--- config.mk ---
export PLATFORM = sky130hd
export DESIGN_NAME = alu_rsv_station
export DESIGN_NICKNAME = d
export VERILOG_FILES = /design/src/rtl/alu_rsv_station.sv
export SDC_FILE = /design/constraint.sdc
export NUM_CORES = 2
export LEC_CHECK = 0
export CAP_MARGIN = 10
export CORE_UTILIZATION = 25
export CTS_BUF_LIST = sky130_fd_sc_hd__clkbuf_8
export CTS_CLUSTER_SIZE = 14
export DETAILED_ROUTE_END_ITERATION = 12
export PLACE_DENSITY_LB_ADDON = 0.2
export SLEW_MARGIN = 40
export SYNTH_ARGS = -nofsm -noshare
export SYNTH_HDL_FRONTEND = slang
export SYNTH_SLANG_ARGS = --single-unit
--- constraint.sdc ---
create_clock -name clk -period 13.5 [get_ports clk]
set_input_delay 1.35 -clock clk [delete_from_list [all_inputs] [get_ports clk]]
set_output_delay 1.35 -clock clk [all_outputs]
set_load 0.005 [all_outputs]
--- src/rtl/alu_rsv_station.sv ---
// Reservation station feeding the ALU: holds dispatched ops until both
// operands are available, snoops the CDB for operand values, and issues the
// oldest ready entry through a one-cycle issue register.

package alu_rsv_pkg;
    typedef struct packed {
        logic [31:0] rs1;
        logic [31:0] rs2;
        logic [31:0] imm;
        logic        ALUSrc;
        logic [3:0]  ALUCtrl;
        logic        valid;
    } aluInStruct;
endpackage

module alu_rsv_station
    import alu_rsv_pkg::*;
#(
    parameter int DEPTH = 8,
    parameter int TAG_W = 6,
    parameter int ROB_W = 5
) (
    input  logic                       clk,
    input  logic                       rst_n,
    input  logic                       flush,
    input  logic                       disp_valid,
    output logic                       disp_ready,
    input  logic [3:0]                 disp_ctrl,
    input  logic                       disp_alusrc,
    input  logic [31:0]                disp_imm,
    input  logic [TAG_W-1:0]           disp_s1_tag,
    input  logic                       disp_s1_rdy,
    input  logic [31:0]                disp_s1_val,
    input  logic [TAG_W-1:0]           disp_s2_tag,
    input  logic                       disp_s2_rdy,
    input  logic [31:0]                disp_s2_val,
    input  logic [TAG_W-1:0]           disp_dst_tag,
    input  logic [ROB_W-1:0]           disp_rob_idx,
    input  logic                       cdb_valid,
    input  logic [TAG_W-1:0]           cdb_tag,
    input  logic [31:0]                cdb_value,
    output aluInStruct                 issue_out,
    output logic [TAG_W-1:0]           issue_dst_tag,
    output logic [ROB_W-1:0]           issue_rob_idx,
    output logic [$clog2(DEPTH):0]     occupancy
);

    localparam int IDX_W = $clog2(DEPTH);
    localparam int OCC_W = IDX_W + 1;

    // Entry state (p0: the station array itself)
    logic [DEPTH-1:0] ent_vld_p0;
    logic [3:0]       ent_ctrl_p0   [DEPTH];
    logic             ent_alusrc_p0 [DEPTH];
    logic [31:0]      ent_imm_p0    [DEPTH];
    logic [TAG_W-1:0] ent_s1_tag_p0 [DEPTH];
    logic [TAG_W-1:0] ent_s2_tag_p0 [DEPTH];
    logic [DEPTH-1:0] ent_s1_rdy_p0;
    logic [DEPTH-1:0] ent_s2_rdy_p0;
    logic [31:0]      ent_s1_val_p0 [DEPTH];
    logic [31:0]      ent_s2_val_p0 [DEPTH];
    logic [TAG_W-1:0] ent_dst_p0    [DEPTH];
    logic [ROB_W-1:0] ent_rob_p0    [DEPTH];
    // age_p0[i][j] = 1 when entry i was accepted before entry j
    logic [DEPTH-1:0] age_p0        [DEPTH];

    // Issue register (p1)
    aluInStruct       issue_p1;
    logic [TAG_W-1:0] issue_dst_p1;
    logic [ROB_W-1:0] issue_rob_p1;

    logic [DEPTH-1:0] ent_ready;
    logic [DEPTH-1:0] sel_oh;
    logic [IDX_W-1:0] sel_idx;
    logic             any_sel;
    logic [IDX_W-1:0] free_idx;
    logic [DEPTH-1:0] free_oh;
    logic [OCC_W-1:0] occ_cnt;
    logic             disp_fire;

    // True when a not-yet-ready operand waiting on tag is satisfied by the CDB
    function automatic logic cdb_hit(input logic rdy, input logic [TAG_W-1:0] tag,
                                     input logic bvld, input logic [TAG_W-1:0] btag);
        return !rdy && bvld && (tag == btag);
    endfunction

    assign ent_ready = ent_vld_p0 & ent_s1_rdy_p0 & ent_s2_rdy_p0;

    // Oldest-ready select: an entry wins if no other ready entry is older
    always_comb begin
        sel_oh  = '0;
        sel_idx = '0;
        for (int i = 0; i < DEPTH; i++) begin
            sel_oh[i] = ent_ready[i];
            for (int j = 0; j < DEPTH; j++) begin
                if (j != i && ent_ready[j] && age_p0[j][i]) sel_oh[i] = 1'b0;
            end
        end
        for (int i = 0; i < DEPTH; i++) begin
            if (sel_oh[i]) sel_idx = IDX_W'(i);
        end
    end

    assign any_sel = |sel_oh;

    // Lowest-index free entry and valid-entry count from registered state
    always_comb begin
        free_idx = '0;
        occ_cnt  = '0;
        for (int i = DEPTH - 1; i >= 0; i--) begin
            if (!ent_vld_p0[i]) free_idx = IDX_W'(i);
        end
        for (int i = 0; i < DEPTH; i++) begin
            occ_cnt = occ_cnt + OCC_W'(ent_vld_p0[i]);
        end
    end

    assign free_oh    = DEPTH'(1) << free_idx;
    assign occupancy  = occ_cnt;
    assign disp_ready = (occ_cnt < OCC_W'(DEPTH));
    assign disp_fire  = disp_valid && disp_ready && !flush;

    // Entry payload: dispatch write with CDB bypass, otherwise CDB wakeup
    always_ff @(posedge clk) begin
        for (int i = 0; i < DEPTH; i++) begin
            if (disp_fire && free_idx == IDX_W'(i)) begin
                ent_ctrl_p0[i]   <= disp_ctrl;
                ent_alusrc_p0[i] <= disp_alusrc;
                ent_imm_p0[i]    <= disp_imm;
                ent_dst_p0[i]    <= disp_dst_tag;
                ent_rob_p0[i]    <= disp_rob_idx;
                ent_s1_tag_p0[i] <= disp_s1_tag;
                ent_s2_tag_p0[i] <= disp_s2_tag;
                if (cdb_hit(disp_s1_rdy, disp_s1_tag, cdb_valid, cdb_tag)) begin
                    ent_s1_rdy_p0[i] <= 1'b1;
                    ent_s1_val_p0[i] <= cdb_value;
                end else begin
                    ent_s1_rdy_p0[i] <= disp_s1_rdy;
                    ent_s1_val_p0[i] <= disp_s1_val;
                end
                if (disp_alusrc) begin
                    ent_s2_rdy_p0[i] <= 1'b1;
                    ent_s2_val_p0[i] <= '0;
                end else if (cdb_hit(disp_s2_rdy, disp_s2_tag, cdb_valid, cdb_tag)) begin
                    ent_s2_rdy_p0[i] <= 1'b1;
                    ent_s2_val_p0[i] <= cdb_value;
                end else begin
                    ent_s2_rdy_p0[i] <= disp_s2_rdy;
                    ent_s2_val_p0[i] <= disp_s2_val;
                end
                // New entry is younger than everything already present
                age_p0[i] <= '0;
                for (int j = 0; j < DEPTH; j++) begin
                    if (j != i) age_p0[j][i] <= 1'b1;
                end
            end else begin
                if (ent_vld_p0[i] && cdb_hit(ent_s1_rdy_p0[i], ent_s1_tag_p0[i], cdb_valid, cdb_tag)) begin
                    ent_s1_rdy_p0[i] <= 1'b1;
                    ent_s1_val_p0[i] <= cdb_value;
                end
                if (ent_vld_p0[i] && cdb_hit(ent_s2_rdy_p0[i], ent_s2_tag_p0[i], cdb_valid, cdb_tag)) begin
                    ent_s2_rdy_p0[i] <= 1'b1;
                    ent_s2_val_p0[i] <= cdb_value;
                end
            end
        end
    end

    // Entry valids and issue register: free on issue, allocate on dispatch
    always_ff @(posedge clk or negedge rst_n) begin
        if (!rst_n) begin
            ent_vld_p0   <= '0;
            issue_p1     <= '0;
            issue_dst_p1 <= '0;
            issue_rob_p1 <= '0;
        end else if (flush) begin
            ent_vld_p0     <= '0;
            issue_p1.valid <= 1'b0;
        end else begin
            ent_vld_p0     <= (ent_vld_p0 & ~sel_oh) | (disp_fire ? free_oh : '0);
            issue_p1.valid <= any_sel;
            if (any_sel) begin
                issue_p1.rs1     <= ent_s1_val_p0[sel_idx];
                issue_p1.rs2     <= ent_s2_val_p0[sel_idx];
                issue_p1.imm     <= ent_imm_p0[sel_idx];
                issue_p1.ALUSrc  <= ent_alusrc_p0[sel_idx];
                issue_p1.ALUCtrl <= ent_ctrl_p0[sel_idx];
                issue_dst_p1     <= ent_dst_p0[sel_idx];
                issue_rob_p1     <= ent_rob_p0[sel_idx];
            end
        end
    end

    assign issue_out     = issue_p1;
    assign issue_dst_tag = issue_dst_p1;
    assign issue_rob_idx = issue_rob_p1;

    // Sanity: occupancy bounded and selected entry has both operands ready
    always @(posedge clk) begin
        if (rst_n) begin
            assert (occ_cnt <= OCC_W'(DEPTH));
            if (any_sel) assert (ent_s1_rdy_p0[sel_idx] && ent_s2_rdy_p0[sel_idx]);
        end
    end

endmodule

==> impl_metrics.prom <==
# TYPE chip_impl_metric gauge
chip_impl_metric{name="synth.distinct_cells",unit=""} 66
chip_impl_metric{name="multi_input_comb_area",unit="um2"} 16950
chip_impl_info{name="critical_path.startpoint_type",value="flop"} 1
chip_impl_metric{name="drt-wirelength-per-cell",unit="um"} 28.32
chip_impl_info{name="min-delay-path-class",value="in2async"} 1
chip_impl_metric{name="post_synth_instance_area",unit="um2"} 53130
chip_impl_metric{name="clk_latency_worst_skew_pair",unit="ps"} 970
chip_impl_metric{name="final-instance-count-excl-fill",unit=""} 7046
chip_impl_metric{name="setup-violations-final",unit=""} 0
chip_impl_info{name="leading_cell_type_in_the_layout_fill_and_taps_excluded",value="edfxtp_1"} 1
chip_impl_metric{name="syn_nets",unit=""} 4020
chip_impl_metric{name="design.final.nets",unit=""} 4229
chip_impl_metric{name="fin_skew",unit="ps"} 53.74
chip_impl_info{name="path_common_cell",value="fa_1"} 1
chip_impl_metric{name="worst_path_max_fanout",unit=""} 12
chip_impl_metric{name="static-leakage-power",unit="nW"} 22.10
chip_impl_metric{name="vias_in_the_first_global_route",unit=""} 35600
chip_impl_info{name="worst_r2r_startpoint",value="ent_vld_p0[0]"} 1
chip_impl_metric{name="floorplan.initialDensity",unit="%"} 25.25
chip_impl_metric{name="area.sequential",unit="um2"} 34780
chip_impl_metric{name="number_of_synthesized_register_bits",unit=""} 1185
chip_impl_info{name="end_kind",value="output pin"} 1
chip_impl_metric{name="die_width",unit="um"} 463.0
chip_impl_metric{name="cap_violations",unit=""} 0
chip_impl_metric{name="final_hold_vios",unit=""} 0
chip_impl_info{name="cts_tree",value="done"} 1
chip_impl_metric{name="io_buffer_count",unit=""} 286
chip_impl_metric{name="drt-initial-drc-count",unit=""} 2943
chip_impl_metric{name="finalSetupTns",unit="ps"} 0
chip_impl_metric{name="worst_setup_timing_slack_at_the_placement_stage",unit="ps"} 7525
chip_impl_metric{name="die_area",unit="um2"} 214400
chip_impl_metric{name="finalWorstSetupSlack",unit="ps"} 7122
chip_impl_metric{name="detail-route-antenna-nets",unit=""} 0
chip_impl_metric{name="clock_tree.buffer_depth",unit=""} 3
chip_impl_info{name="critPathCapture",value="occupancy[2]"} 1
chip_impl_metric{name="slew-limit-headroom",unit="%"} 39.16
chip_impl_metric{name="number_of_cell_rows",unit=""} 168
chip_impl_metric{name="cts.htree.levels",unit=""} 4
chip_impl_metric{name="syn_inst",unit=""} 3844
chip_impl_metric{name="design_area",unit="um2"} 63160
chip_impl_info{name="grt_setup_unrepaired",value="false"} 1
chip_impl_metric{name="detail_route.vias_per_cell",unit=""} 5.072
chip_impl_metric{name="f_max",unit="MHz"} 156.8
chip_impl_info{name="setup.worst_path.start",value="ent_vld_p0[0]"} 1
chip_impl_metric{name="drive_gt1_share",unit="%"} 16.96
chip_impl_metric{name="grt_pass1_wl",unit="um"} 281100
chip_impl_info{name="final_cell_mix",value="edfxtp_1 (1044), nand3_1 (424), clkdlybuf4s50_1 (263), a21oi_1 (241), a22o_1 (232)"} 1
chip_impl_metric{name="num_vias",unit=""} 35740
chip_impl_metric{name="pnr_total_power",unit="mW"} 8.045
chip_impl_info{name="result_of_the_run",value="finished clean"} 1
chip_impl_info{name="worst_r2r_endpoint",value="age_p0[1][12]"} 1
chip_impl_metric{name="yosys_warning_count",unit=""} 0
chip_impl_metric{name="synth-edff-count",unit=""} 1044
chip_impl_metric{name="arrival_time_at_the_worst_endpoint",unit="ps"} 5030
chip_impl_info{name="path_cells",value="inv_1, fa_1, fa_1, fa_1, inv_1, ha_1, inv_1, fa_1, xnor2_1, clkdlybuf4s50_1"} 1
chip_impl_metric{name="numClockSinks",unit=""} 1185
chip_impl_metric{name="grtUsageTotal",unit="%"} 18.20
chip_impl_metric{name="dp_cells",unit=""} 6648
chip_impl_metric{name="reg_to_reg_slack_setup",unit="ps"} 7510
chip_impl_metric{name="grt_start_max_net_pins",unit=""} 120
chip_impl_metric{name="hold_buffers",unit=""} 0
chip_impl_metric{name="r2r_cells",unit=""} 17
chip_impl_metric{name="dp_hpwl",unit="um"} 116100
chip_impl_metric{name="layout_min_cycle_time",unit="ps"} 6378
chip_impl_metric{name="routed_wire_length",unit="um"} 199600
chip_impl_info{name="postSynth.topFlopCell",value="edfxtp_1"} 1
chip_impl_metric{name="p_per_area",unit="nW/um2"} 127.4
chip_impl_metric{name="timing.final.max_slew_violations",unit=""} 0
chip_impl_metric{name="req_time_crit_path",unit="ps"} 12150
chip_impl_metric{name="boundaryPins",unit=""} 287
chip_impl_metric{name="syn_to_final_growth",unit="%"} 18.86
chip_impl_metric{name="synthesis.area_per_instance",unit="um2"} 13.82
chip_impl_metric{name="cts_resized",unit=""} 0
chip_impl_metric{name="placeableCoreArea",unit="um2"} 210400
chip_impl_metric{name="ys_async_sr_fraction",unit="%"} 10.21
chip_impl_info{name="cts.root.buffer_cell",value="clkbuf_8"} 1
chip_impl_metric{name="seq_area_frac_synth",unit="%"} 65.45
chip_impl_info{name="path_class",value="reg2out"} 1
chip_impl_metric{name="drt_pass1_iterations",unit=""} 5
chip_impl_metric{name="grt_antenna_before_repair",unit=""} 57
chip_impl_info{name="cpMaxStageDelayCell",value="clkdlybuf4s50_1"} 1
chip_impl_metric{name="placed_cell_area",unit="um2"} 59220
chip_impl_metric{name="place_congestion",unit=""} 0.8906
chip_impl_metric{name="post-cts-setup-buffer-count",unit=""} 0
chip_impl_metric{name="grt_overflow",unit=""} 0
chip_impl_metric{name="worstMarginPinSlew",unit="ps"} 912.6
chip_impl_metric{name="cp_slowest_stage_delay",unit="ps"} 640
chip_impl_metric{name="drc",unit=""} 0
chip_impl_metric{name="layout_worst_path_cycle_share",unit="%"} 47.24
chip_impl_metric{name="die_height",unit="um"} 463.0
chip_impl_metric{name="fill_cells",unit=""} 21100
chip_impl_metric{name="ir_worst_vdd",unit="mV"} 0.09455
chip_impl_metric{name="tritoncts.num_buffers",unit=""} 206
chip_impl_metric{name="clk_pin_slew",unit="ps"} 60
## metrics by stage
step | hold WS (ps) | util, %
2_1_floorplan | 422.2 | -
6_report | 356.0 | 30.02
3_3_place_gp | 459.9 | 28.00
5_1_grt | 306.1 | 30.01
3_5_place_dp | 459.4 | 28.14
4_1_cts | 256.7 | 30.01
## cells by family after synthesis
| logic type | after synthesis | share of synthesized area (%) |
|---|---|---|
| XOR/XNOR | 110 | 1.813 |
| buffers and inverters | 425 | 3.407 |
| multiplexers | 481 | 9.666 |
| flip-flops | 1185 | 65.45 |
| AND/OR/NAND/NOR | 753 | 7.015 |
| AO/OA/AOI/OAI | 883 | 12.42 |
| adder cells (fa/ha/maj) | 7 | 0.2214 |
## where the power goes
part / internal [mW] / total [mW] / switching, mW
Sequential: 4.11 / 4.24 / 0.133
Clock: 1.59 / 3.17 / 1.59
Combinational: 0.348 / 0.633 / 0.285
## registers in the layout, summed over array words and instances, names as in the netlist
register       count
ent_imm_p0       256
ent_s1_val_p0    256
ent_s2_val_p0    256
issue_out        102
age_p0            56
ent_dst_p0        48
ent_s1_tag_p0     48
ent_s2_tag_p0     48
ent_rob_p0        40
ent_ctrl_p0       32
ent_alusrc_p0      8
ent_s1_rdy_p0      8
ent_s2_rdy_p0      8
ent_vld_p0         8
issue_dst_tag      6
issue_rob_idx      5
## area by class of cell
cell class	count	area share, %
clock buffer	229	4.990
sequential	1185	55.07
antenna	8	0.03170
inverter	41	0.2773
timing repair buffer	385	6.007
multi-input combinational	2234	26.84
clock inverter	159	1.230
tap	2805	5.557
## cells in the mapped netlist (17+ instances only)
library cell,instances,area (um2)
buf_1,34,127.6
o221ai_1,18,157.7
o2111ai_1,102,893.4
o21ai_0,114,570.6
dfrtp_1,121,3028
nand4_1,35,219.0
a21oi_1,242,1211
mux2_1,30,337.8
and3_1,24,150.1
inv_1,38,142.6
a31oi_1,17,106.4
mux2i_1,224,2242
xor2_1,66,578.1
mux2_2,227,2556
dfxtp_1,20,400.4
o221a_1,79,889.6
edfxtp_1,1044,31350
buf_2,127,635.6
nor2_1,41,153.9
clkbuf_1,212,795.8
a22o_1,232,2032
nand3_1,424,2122
xnor2_1,44,385.4
nand2_1,151,566.8
o211ai_1,18,135.1
o221a_2,33,371.6
## critical path, delay by kind of cell (launching register included)
kind                       cells  cell delay, ps
xor gates and xnor gates       1             520
adders and majority gates      5            2050
buffers and inverters          4             950
DFF                            1             560
## worst min-delay path by stage
stage                  startpoint             to  slack, ps  depth (start not counted)
floorplan           age_p0[1][29]  age_p0[1][29]        420                          2
global placement    age_p0[1][18]  age_p0[1][18]        460                          2
detailed placement  age_p0[1][26]  age_p0[1][26]        460                          2
CTS                         rst_n  issue_out[25]        260                          1
global route                rst_n  issue_out[25]        310                          1
finish                      rst_n   issue_out[2]        360                          1
## routing by layer
layer	routed length (um)	part of all wire [%]	track usage, %
met4	5098	2.6	5.200
met2	94950	48	29.95
met3	12280	6.2	4.021
met1	86990	44	23.86
met5	264	0.13	0
No activity file was read; power rests on OpenSTA's default activity.
